[config.mk]
export PLATFORM = sky130hd
export DESIGN_NAME = mm_host_ctrl_flat
export DESIGN_NICKNAME = d
export VERILOG_FILES = /design/src/rtl/mm_host_ctrl_if.sv /design/src/rtl/mm_host_ctrl.sv /design/src/flat_wrapper.sv
export SDC_FILE = /design/constraint.sdc
export NUM_CORES = 1
export LEC_CHECK = 0
export CAP_MARGIN = 20
export CORE_MARGIN = 2
export CORE_UTILIZATION = 60
export DETAILED_ROUTE_END_ITERATION = 12
export DONT_BUFFER_PORTS = 1
export HOLD_SLACK_MARGIN = 0.03
export PLACE_DENSITY = 0.76
export SKIP_CTS_REPAIR_TIMING = 1
export SYNTH_ARGS = -nofsm -noshare
export SYNTH_HDL_FRONTEND = slang
export SYNTH_SLANG_ARGS = --single-unit
[constraint.sdc]
create_clock -name clk -period 3.49 [get_ports clk]
set_input_delay 0.349 -clock clk [delete_from_list [all_inputs] [get_ports clk]]
set_output_delay 0.349 -clock clk [all_outputs]
set_load 0.005 [all_outputs]
[src/rtl/mm_host_ctrl_if.sv]
// Signal bundle between mm_host_ctrl (master) and its surroundings:
// operand stream in, result stream out, host BRAM port and engine start/done.
interface mm_host_ctrl_if #(
  parameter int L_RAM_SIZE = 3,
  parameter int BITWIDTH   = 32
);
  localparam int AW = 2 * L_RAM_SIZE + 1;

  logic [BITWIDTH-1:0] s_tdata;
  logic                s_tvalid;
  logic                s_tready;
  logic                s_tlast;

  logic [BITWIDTH-1:0] m_tdata;
  logic                m_tvalid;
  logic                m_tready;
  logic                m_tlast;

  logic [AW-1:0]       bram_addr;
  logic [BITWIDTH-1:0] bram_wrdata;
  logic                bram_we;
  logic [BITWIDTH-1:0] bram_rddata;
  logic                bram_sel;

  logic                mm_start;
  logic                mm_done;

  modport master (
    input  s_tdata, s_tvalid, s_tlast,
    output s_tready,
    output m_tdata, m_tvalid, m_tlast,
    input  m_tready,
    output bram_addr, bram_wrdata, bram_we, bram_sel,
    input  bram_rddata,
    output mm_start,
    input  mm_done
  );

  modport slave (
    output s_tdata, s_tvalid, s_tlast,
    input  s_tready,
    input  m_tdata, m_tvalid, m_tlast,
    output m_tready,
    input  bram_addr, bram_wrdata, bram_we, bram_sel,
    output bram_rddata,
    input  mm_start,
    output mm_done
  );
endinterface

[src/rtl/mm_host_ctrl.sv]
// Host-side sequencer for the matrix-multiply BRAM: fills A and B from a stream,
// kicks the engine, waits for done, then drains C through a 2-entry output FIFO.
module mm_host_ctrl #(
  parameter int L_RAM_SIZE = 3,
  parameter int BITWIDTH   = 32
) (
  input  logic           clk,
  input  logic           reset,
  mm_host_ctrl_if.master bus,
  output logic           busy,
  output logic           err
);
  localparam int AW = 2 * L_RAM_SIZE + 1;
  localparam int N  = 1 << (2 * L_RAM_SIZE);
  localparam logic [AW-1:0] LAST_FILL = AW'(2 * N - 1);
  localparam logic [AW-1:0] RD_END    = AW'(N);

  typedef enum logic [2:0] {IDLE, FILL, START, WAIT, DRAIN} state_t;
  state_t state, next_state;

  logic [AW-1:0]       fill_cnt, rd_cnt;
  logic                done_seen, err_q, in_flight;
  logic [1:0]          occ;
  logic [BITWIDTH-1:0] head_data, tail_data;
  logic                head_last, tail_last;
  logic                fill_hs, pop, push, push_last, issue;

  assign fill_hs   = (state == FILL) && bus.s_tvalid;
  assign pop       = (occ != 2'd0) && bus.m_tready;
  assign push      = in_flight;
  // rd_cnt has already moved past the returning address, so N means word N-1
  assign push_last = (rd_cnt == RD_END);
  assign issue     = (state == DRAIN) && (rd_cnt != RD_END) &&
                     (({1'b0, occ} + {2'b00, in_flight} - {2'b00, pop}) < 3'd2);

  always_ff @(posedge clk or posedge reset) begin
    if (reset) state <= IDLE;
    else       state <= next_state;
  end

  always_comb begin
    next_state = state;
    unique case (state)
      IDLE:    if (bus.s_tvalid) next_state = FILL;
      FILL:    if (fill_hs && (fill_cnt == LAST_FILL)) next_state = START;
      START:   next_state = WAIT;
      WAIT:    if (done_seen && !bus.mm_done) next_state = DRAIN;
      DRAIN:   if (pop && head_last) next_state = IDLE;
      default: next_state = IDLE;
    endcase
  end

  always_comb begin
    bus.s_tready    = (state == FILL);
    bus.bram_sel    = !((state == START) || (state == WAIT));
    bus.mm_start    = (state == START);
    bus.bram_we     = fill_hs;
    bus.bram_wrdata = fill_hs ? bus.s_tdata : '0;
    bus.bram_addr   = '0;
    if (fill_hs)    bus.bram_addr = fill_cnt;
    else if (issue) bus.bram_addr = rd_cnt;
    bus.m_tvalid    = (occ != 2'd0);
    bus.m_tdata     = (occ != 2'd0) ? head_data : '0;
    bus.m_tlast     = (occ != 2'd0) && head_last;
    busy            = (state != IDLE);
    err             = err_q;
  end

  // Counters, framing flag, done tracking and the output FIFO (head is the
  // entry presented on m_tdata, tail is only used when both slots are full).
  always_ff @(posedge clk or posedge reset) begin
    if (reset) begin
      fill_cnt  <= '0;
      rd_cnt    <= '0;
      done_seen <= 1'b0;
      err_q     <= 1'b0;
      in_flight <= 1'b0;
      occ       <= 2'd0;
      head_data <= '0;
      tail_data <= '0;
      head_last <= 1'b0;
      tail_last <= 1'b0;
    end else begin
      if ((state == IDLE) && bus.s_tvalid) begin
        fill_cnt <= '0;
        err_q    <= 1'b0;
      end
      if (fill_hs) begin
        fill_cnt <= fill_cnt + 1'b1;
        if (bus.s_tlast != (fill_cnt == LAST_FILL)) err_q <= 1'b1;
      end
      if (state == START) done_seen <= 1'b0;
      if (state == WAIT) begin
        rd_cnt <= '0;
        if (bus.mm_done) done_seen <= 1'b1;
      end
      if (issue) rd_cnt <= rd_cnt + 1'b1;
      in_flight <= issue;

      if (push && pop) begin
        if (occ == 2'd1) begin
          head_data <= bus.bram_rddata;
          head_last <= push_last;
        end else begin
          head_data <= tail_data;
          head_last <= tail_last;
          tail_data <= bus.bram_rddata;
          tail_last <= push_last;
        end
      end else if (pop) begin
        head_data <= tail_data;
        head_last <= tail_last;
        occ       <= occ - 2'd1;
      end else if (push) begin
        if (occ == 2'd0) begin
          head_data <= bus.bram_rddata;
          head_last <= push_last;
        end else begin
          tail_data <= bus.bram_rddata;
          tail_last <= push_last;
        end
        occ <= occ + 2'd1;
      end
    end
  end
endmodule

[src/flat_wrapper.sv]
// flat-port wrapper written by rule: the top's interface ports become plain ports
module mm_host_ctrl_flat 
#(
  parameter int L_RAM_SIZE = 3,
  parameter int BITWIDTH   = 32
)
  (clk, reset, busy, err, bus_s_tdata, bus_s_tvalid, bus_s_tlast, bus_s_tready, bus_m_tdata, bus_m_tvalid, bus_m_tlast, bus_m_tready, bus_bram_addr, bus_bram_wrdata, bus_bram_we, bus_bram_sel, bus_bram_rddata, bus_mm_start, bus_mm_done);
  mm_host_ctrl_if #(.L_RAM_SIZE(L_RAM_SIZE), .BITWIDTH(BITWIDTH)) bus_i ();
  input  logic clk;
  input  logic reset;
  output logic busy;
  output logic err;
  input wire logic [$bits(bus_i.s_tdata)-1:0] bus_s_tdata;
  input wire logic [$bits(bus_i.s_tvalid)-1:0] bus_s_tvalid;
  input wire logic [$bits(bus_i.s_tlast)-1:0] bus_s_tlast;
  output wire logic [$bits(bus_i.s_tready)-1:0] bus_s_tready;
  output wire logic [$bits(bus_i.m_tdata)-1:0] bus_m_tdata;
  output wire logic [$bits(bus_i.m_tvalid)-1:0] bus_m_tvalid;
  output wire logic [$bits(bus_i.m_tlast)-1:0] bus_m_tlast;
  input wire logic [$bits(bus_i.m_tready)-1:0] bus_m_tready;
  output wire logic [$bits(bus_i.bram_addr)-1:0] bus_bram_addr;
  output wire logic [$bits(bus_i.bram_wrdata)-1:0] bus_bram_wrdata;
  output wire logic [$bits(bus_i.bram_we)-1:0] bus_bram_we;
  output wire logic [$bits(bus_i.bram_sel)-1:0] bus_bram_sel;
  input wire logic [$bits(bus_i.bram_rddata)-1:0] bus_bram_rddata;
  output wire logic [$bits(bus_i.mm_start)-1:0] bus_mm_start;
  input wire logic [$bits(bus_i.mm_done)-1:0] bus_mm_done;
  assign bus_i.s_tdata = bus_s_tdata;
  assign bus_i.s_tvalid = bus_s_tvalid;
  assign bus_i.s_tlast = bus_s_tlast;
  assign bus_s_tready = bus_i.s_tready;
  assign bus_m_tdata = bus_i.m_tdata;
  assign bus_m_tvalid = bus_i.m_tvalid;
  assign bus_m_tlast = bus_i.m_tlast;
  assign bus_i.m_tready = bus_m_tready;
  assign bus_bram_addr = bus_i.bram_addr;
  assign bus_bram_wrdata = bus_i.bram_wrdata;
  assign bus_bram_we = bus_i.bram_we;
  assign bus_bram_sel = bus_i.bram_sel;
  assign bus_i.bram_rddata = bus_bram_rddata;
  assign bus_mm_start = bus_i.mm_start;
  assign bus_i.mm_done = bus_mm_done;
  mm_host_ctrl #(.L_RAM_SIZE(L_RAM_SIZE), .BITWIDTH(BITWIDTH)) u_core (.clk(clk), .reset(reset), .bus(bus_i), .busy(busy), .err(err));
endmodule
Yosys cells after proc, flatten, opt, wreduce, memory -nomap -nowiden
Index checks and enable logic that the tools add are counted.

word-level totals
  latch bits = 0
  memory bits (read-only) = 0
  memories = 0
  register bits after elaboration = 88
  bits in writable memories = 0
  output and inout bits = 79
  input bits = 70
  word-level logic and storage cells = 103

cells by class
  reductions and logical operators = 27
  bitwise logic cells = 1
  multiplexer cells = 41
  add/sub/neg operators = 6
  shift operators = 0
  order comparisons = 1
  multiply operators = 0
  div/mod/pow operators = 0
  equality and inequality tests = 16

operator list
  operator                                                                 number
  32-bit two-way mux                                                       12
  7-bit two-way mux                                                        6
  1-bit two-way mux                                                        16
  3-bit case mux with 5 select lines                                       1
  7-bit by 1-bit adder with 7-bit output, second input constant            2
  7-bit equality test, second input constant                               2
  3-bit two-way mux                                                        4
  1-bit logical AND                                                        10
  2-bit nonzero test                                                       5
  3-bit nonzero test                                                       3
  2-bit inequality test, second input constant                             4
  4-bit AND reduction                                                      2
  7-bit inequality test, second input constant                             1
  3-bit by 2-bit equality test with 1-bit output, second input constant    2
  2-bit by 1-bit inequality test with 1-bit output, second input constant  3
  2-bit two-way mux                                                        2
  2-bit AND reduction                                                      2
  2-bit by 1-bit adder with 3-bit output                                   1
  3-bit by 1-bit equality test with 1-bit output, second input constant    1
  3-bit equality test, second input constant                               1
  3-bit logical NOT                                                        1
  3-bit by 2-bit < comparator with 1-bit output, second input constant     1
  3-bit by 1-bit subtractor with 3-bit output                              1
  2-bit by 1-bit adder with 2-bit output, second input constant            1
  7 further kinds                                                          8

Depth between registers and ports, before layout
  depth after elaboration = 7
  depth in mapped cells = 13
  mapped depth without buffers = 10

Worst setup path after synthesis
Ideal clock, no wire load.

  path type = register -> output
  from = register u_core.occ[1]
  to = output bus_bram_addr[0]
  arrival = 2.643 ns
  cell stages (with the launch flop) = 14
  buffers on the path = 3
  data required time = 3.141 ns
  setup slack = 0.498 ns
  path through = dfrtp_1 inv_1 ha_1 buf_2 nand2b_1 nor2_1 o21ai_0 fa_1 xnor2_1 and4_1 buf_6 and2_4 buf_6 a22o_1

between the ends
  cells in the longest elaborated chain, start to end = 7
  elaborated cells between the ends (all ways) = 8
  classes of those cells = add/sub (2); order compare (1); mux (2); reduce/logical (3)

RTL lines
  item                                                                            line                 text
  start, declared                                                                 mm_host_ctrl.sv:23   logic [1:0] occ;
  start signal, assigned                                                          mm_host_ctrl.sv:113  occ <= occ - 2'd1;
  start signal, assigned                                                          mm_host_ctrl.sv:122  occ <= occ + 2'd1;
  branches (longest 2 deep; another with 2-bit by 1-bit adder with 3-bit output)  n/a
  3-bit by 1-bit subtractor with 3-bit output (*)                                 mm_host_ctrl.sv:34   (({1'b0, occ} + {2'b00, in_flight} - {2'b00, pop}) < 3'd2);
  3-bit by 2-bit < comparator with 1-bit output (*)                               mm_host_ctrl.sv:34
  1-bit logical AND (*)                                                           mm_host_ctrl.sv:33   assign issue = (state == DRAIN) && (rd_cnt != RD_END) &&
  via u_core.issue                                                                mm_host_ctrl.sv:26   logic fill_hs, pop, push, push_last, issue;
  7-bit two-way mux (*)                                                           mm_host_ctrl.sv:61   else if (issue) bus.bram_addr = rd_cnt;
  7-bit two-way mux (*)                                                           mm_host_ctrl.sv:60   if (fill_hs) bus.bram_addr = fill_cnt;
  end, declared                                                                   flat_wrapper.sv:21   output wire logic [$bits(bus_i.bram_addr)-1:0] bus_bram_addr;

Mark *: on every way through the listed nets, which the timed path passes.

Worst setup path in the final report
  from = register u_core.occ[1]
  to = output bus_bram_addr[0]

between the ends
  cells in the longest elaborated chain, start to end = 7
  elaborated cells between the ends (all ways) = 8
  classes of those cells = add/sub (2); order compare (1); mux (2); reduce/logical (3)

RTL lines
  item                                                                            line
  branches (longest 2 deep; another with 2-bit by 1-bit adder with 3-bit output)  n/a
  3-bit by 1-bit subtractor with 3-bit output (*)                                 mm_host_ctrl.sv:34
  3-bit by 2-bit < comparator with 1-bit output (*)                               mm_host_ctrl.sv:34
  1-bit logical AND (*)                                                           mm_host_ctrl.sv:33
  7-bit two-way mux (*)                                                           mm_host_ctrl.sv:61
  7-bit two-way mux (*)                                                           mm_host_ctrl.sv:60

Mark *: on every way between the ends.

==> qor.yml <==
worst_setup_path:
  crit_arrival_ns: 2.94
  path_depth: 10
  cp_slowest_cell: "dfrtp_1"
  crit_buf_inv: 1
  worstSetupPathType: "register to output pin"
  required_ns: 3.14
  reg2regPathDepth: 10
  crit_path_end_kind: "output pin"
  critPathLaunchType: "register"
  critPathMaxStageDelay_ns: 0.44
  path_cells: "inv_1 > ha_1 > nand2b_2 > nor2_4 > o21ai_0 > fa_1 > xnor2_1 > and4_4 > and2_4 > a22o_1"
  crit_family: "simple AND/OR/NAND/NOR gates"
  cp_max_fo: 10
placed_design:
  placed_area_um2: 4539
  io_buffers: 0
  place_ws_ns: 0.3433
  hpwlAfterDp_um: 6494
  gp_congestion: 0.8148
  dp_cells: 510
logic_synthesis:
  avgSynthCellArea_um2: 10.37
  synthCells: 434
  async_flop_share_pct: 100.0
  ys_top_cells_by_area: "dfrtp_1, mux2_2, mux2i_1, and3_1, nor2b_1"
  synth-edff-count: 0
  synth_area_um2: 4499
  yosys_warnings: 0
  synth_commonest_cells: "dfrtp_1, o21ai_0, nand2_1"
  yosysUniqueCellTypes: 44
  yosys.area.top_type_share_pct: 48.94
  yosysTopAreaCell: "dfrtp_1"
  syn_nets: 510
  ys_seq_elements: 88
  synth_flop_cell: "dfrtp_1"
  synth-seq-area-share_pct: 48.94
  yosysMostFrequentCell: "dfrtp_1"
sta:
  setup-violations-final: 0
  fin_crit_sh_pct: 94.12
  finalHoldViolCount: 0
  fin_tns_setup_ns: 0
  slew_violations: 0
  skew_ns: 0.01659
  period_minus_slack_ns: 3.285
  timing.fmax_ghz: 0.3044
  slew_headroom_pct: 34.70
  finalWorstSetupSlack_ns: 0.2054
  worst_pin_slew_ns: 0.9760
  rsz0062_at_grt: "no"
clock_tree:
  clk_path_buf_depth: 2
  tritoncts: "done"
  numCtsBuffers: 9
  root_buffer: "clkbuf_8"
  clk_pin_slew_ns: 0.08
  clock-sinks: 88
  clk_latency_ns: 0.36
  h-tree-depth: 3
global_routing:
  grt_pass1_vias: 3118
  grt_pass1_wl_um: 15070
  grtUsageTotal_pct: 23.04
  grt_start_max_net_pins: 53
  antenna_found_initial: 0
  grt.overflow.total: 0
routing:
  vias_per_cell: 5.943
  first_pass_iters: 5
  drc_errors: 0
  ant_nets: 0
  dr_total_vias: 3126
  drt_iter0_drc: 110
  drt-total-wl_um: 9242
  avgRoutedWirePerCell_um: 17.57
outcome:
  status: "finished, final reports clean"
hold_path:
  min_path_cells: 2
  hp-class: "primary input to register"
cells_and_area:
  drive_gt1_share_pct: 15.69
  design_area_um2: 4753
  n_antenna_cell: 0
  layout.nets: 499
  finalNonFillerCells: 526
  area_growth_pct: 5.645
die:
  die_area_um2: 8207
  ios: 149
  die_y_um: 90.60
  die_x_um: 90.60
  fp-row-count: 31
  initial_core_util_pct: 62.03
  core_area_um2: 7253
power:
  leakage_nw: 2.201
  power_mw: 3.122
  peakVddDrop_mv: 0.4010
  power.density_nw_per_um2: 656.8
flow_run:
  cap_violations: 0
## power breakdown
group	total, mW	leakage, nW	internal (mW)	switching (mW)
sequential	1.44	1.07	1.29	0.155
clock	0.703	0.0921	0.331	0.372
combinational	0.977	1.04	0.403	0.574
## layout by cell type, fill, tap and decap left out, types with 3 or more instances in the layout
cell       n
a21oi_1   11
a22o_1    11
and3_1    35
buf_4      7
clkbuf_8   9
dfrtp_1   88
ha_1       5
inv_1     17
mux2_2    33
mux2i_1   27
nand2_1   36
nand3_1    6
nand4_1    3
nor2_1    11
nor2b_1   35
o21ai_0   40
o22ai_1    8
xnor2_1    6
## routing by layer
layer	wire, µm	vias up	track usage (%)
met5	0	-	0
met4	79	0	5.769
met3	723	7	8.180
met2	4668	109	38.81
met1	3770	1528	28.37
li1	-	1482	-
## worst register-to-register path: cells and delay by family (launching register included)
kind                       cells  cell delay [ns]
adders and majority gates      2             0.63
AOI/OAI and AO/OA              3             0.71
buffers and inverters          1             0.12
xor gates and xnor gates       1             0.20
and+or+nand+nor                3             0.70
DFF                            1             0.44
## final cells by class
| cell class | count | area [µm²] |
|---|---|---|
| fillers | 569 | 2500 |
| flip-flops and latches | 88 | 2202 |
| multi-input cells | 298 | 2105 |
| clock buffers | 9 | 123.9 |
| well taps | 99 | 123.9 |
| inverters | 18 | 68.82 |
| clock inverters | 6 | 67.56 |
| repair buffers | 8 | 62.56 |
## final timing paths
kind | from | slack (ns) | endpoint
min in group asynchronous | reset | 0.53 | u_core.tail_data[29]$_DFFE_PP0P_
max | u_core.occ[1]$_DFFE_PP0P_ | 0.21 | bus_bram_addr[0]
min | bus_bram_rddata[16] | 0.11 | u_core.head_data[16]$_DFFE_PP0P_
max in group asynchronous | reset | 2.15 | u_core.tail_data[25]$_DFFE_PP0P_
min reg2reg | u_core.head_data[29]$_DFFE_PP0P_ | 0.48 | u_core.head_data[29]$_DFFE_PP0P_
max reg2reg | u_core.occ[1]$_DFFE_PP0P_ | 0.59 | u_core.rd_cnt[6]$_DFFE_PP0P_
## metrics by stage
stage | utilization [%] | hold WS, ns
2_1_floorplan | - | 0.4422
3_3_place_gp | 62.58 | 0.3760
3_5_place_dp | 62.58 | 0.3734
4_1_cts | 65.22 | -0.01861
5_1_grt | 65.53 | 0.09965
6_report | 65.53 | 0.1096
## cells by family (layout without fill, tap and decap cells)
logic type,Yosys count,in the layout,synth area share (%)
AO/OA/AOI/OAI,81,81,10.90
buffers and inverters,48,41,5.061
XOR/XNOR,8,8,1.557
flip-flops,88,88,48.94
multiplexers,60,60,14.27
AND/OR/NAND/NOR,143,143,17.44
adder cells (fa/ha/maj),6,6,1.835
## flip-flops by register name, indices dropped and copies added (netlist names), 2 cells and up
signal,flops
u_core.head_data,32
u_core.tail_data,32
u_core.fill_cnt,7
u_core.rd_cnt,7
u_core.state,3
u_core.occ,2
Note: power is estimated with default switching activity, not from simulation.
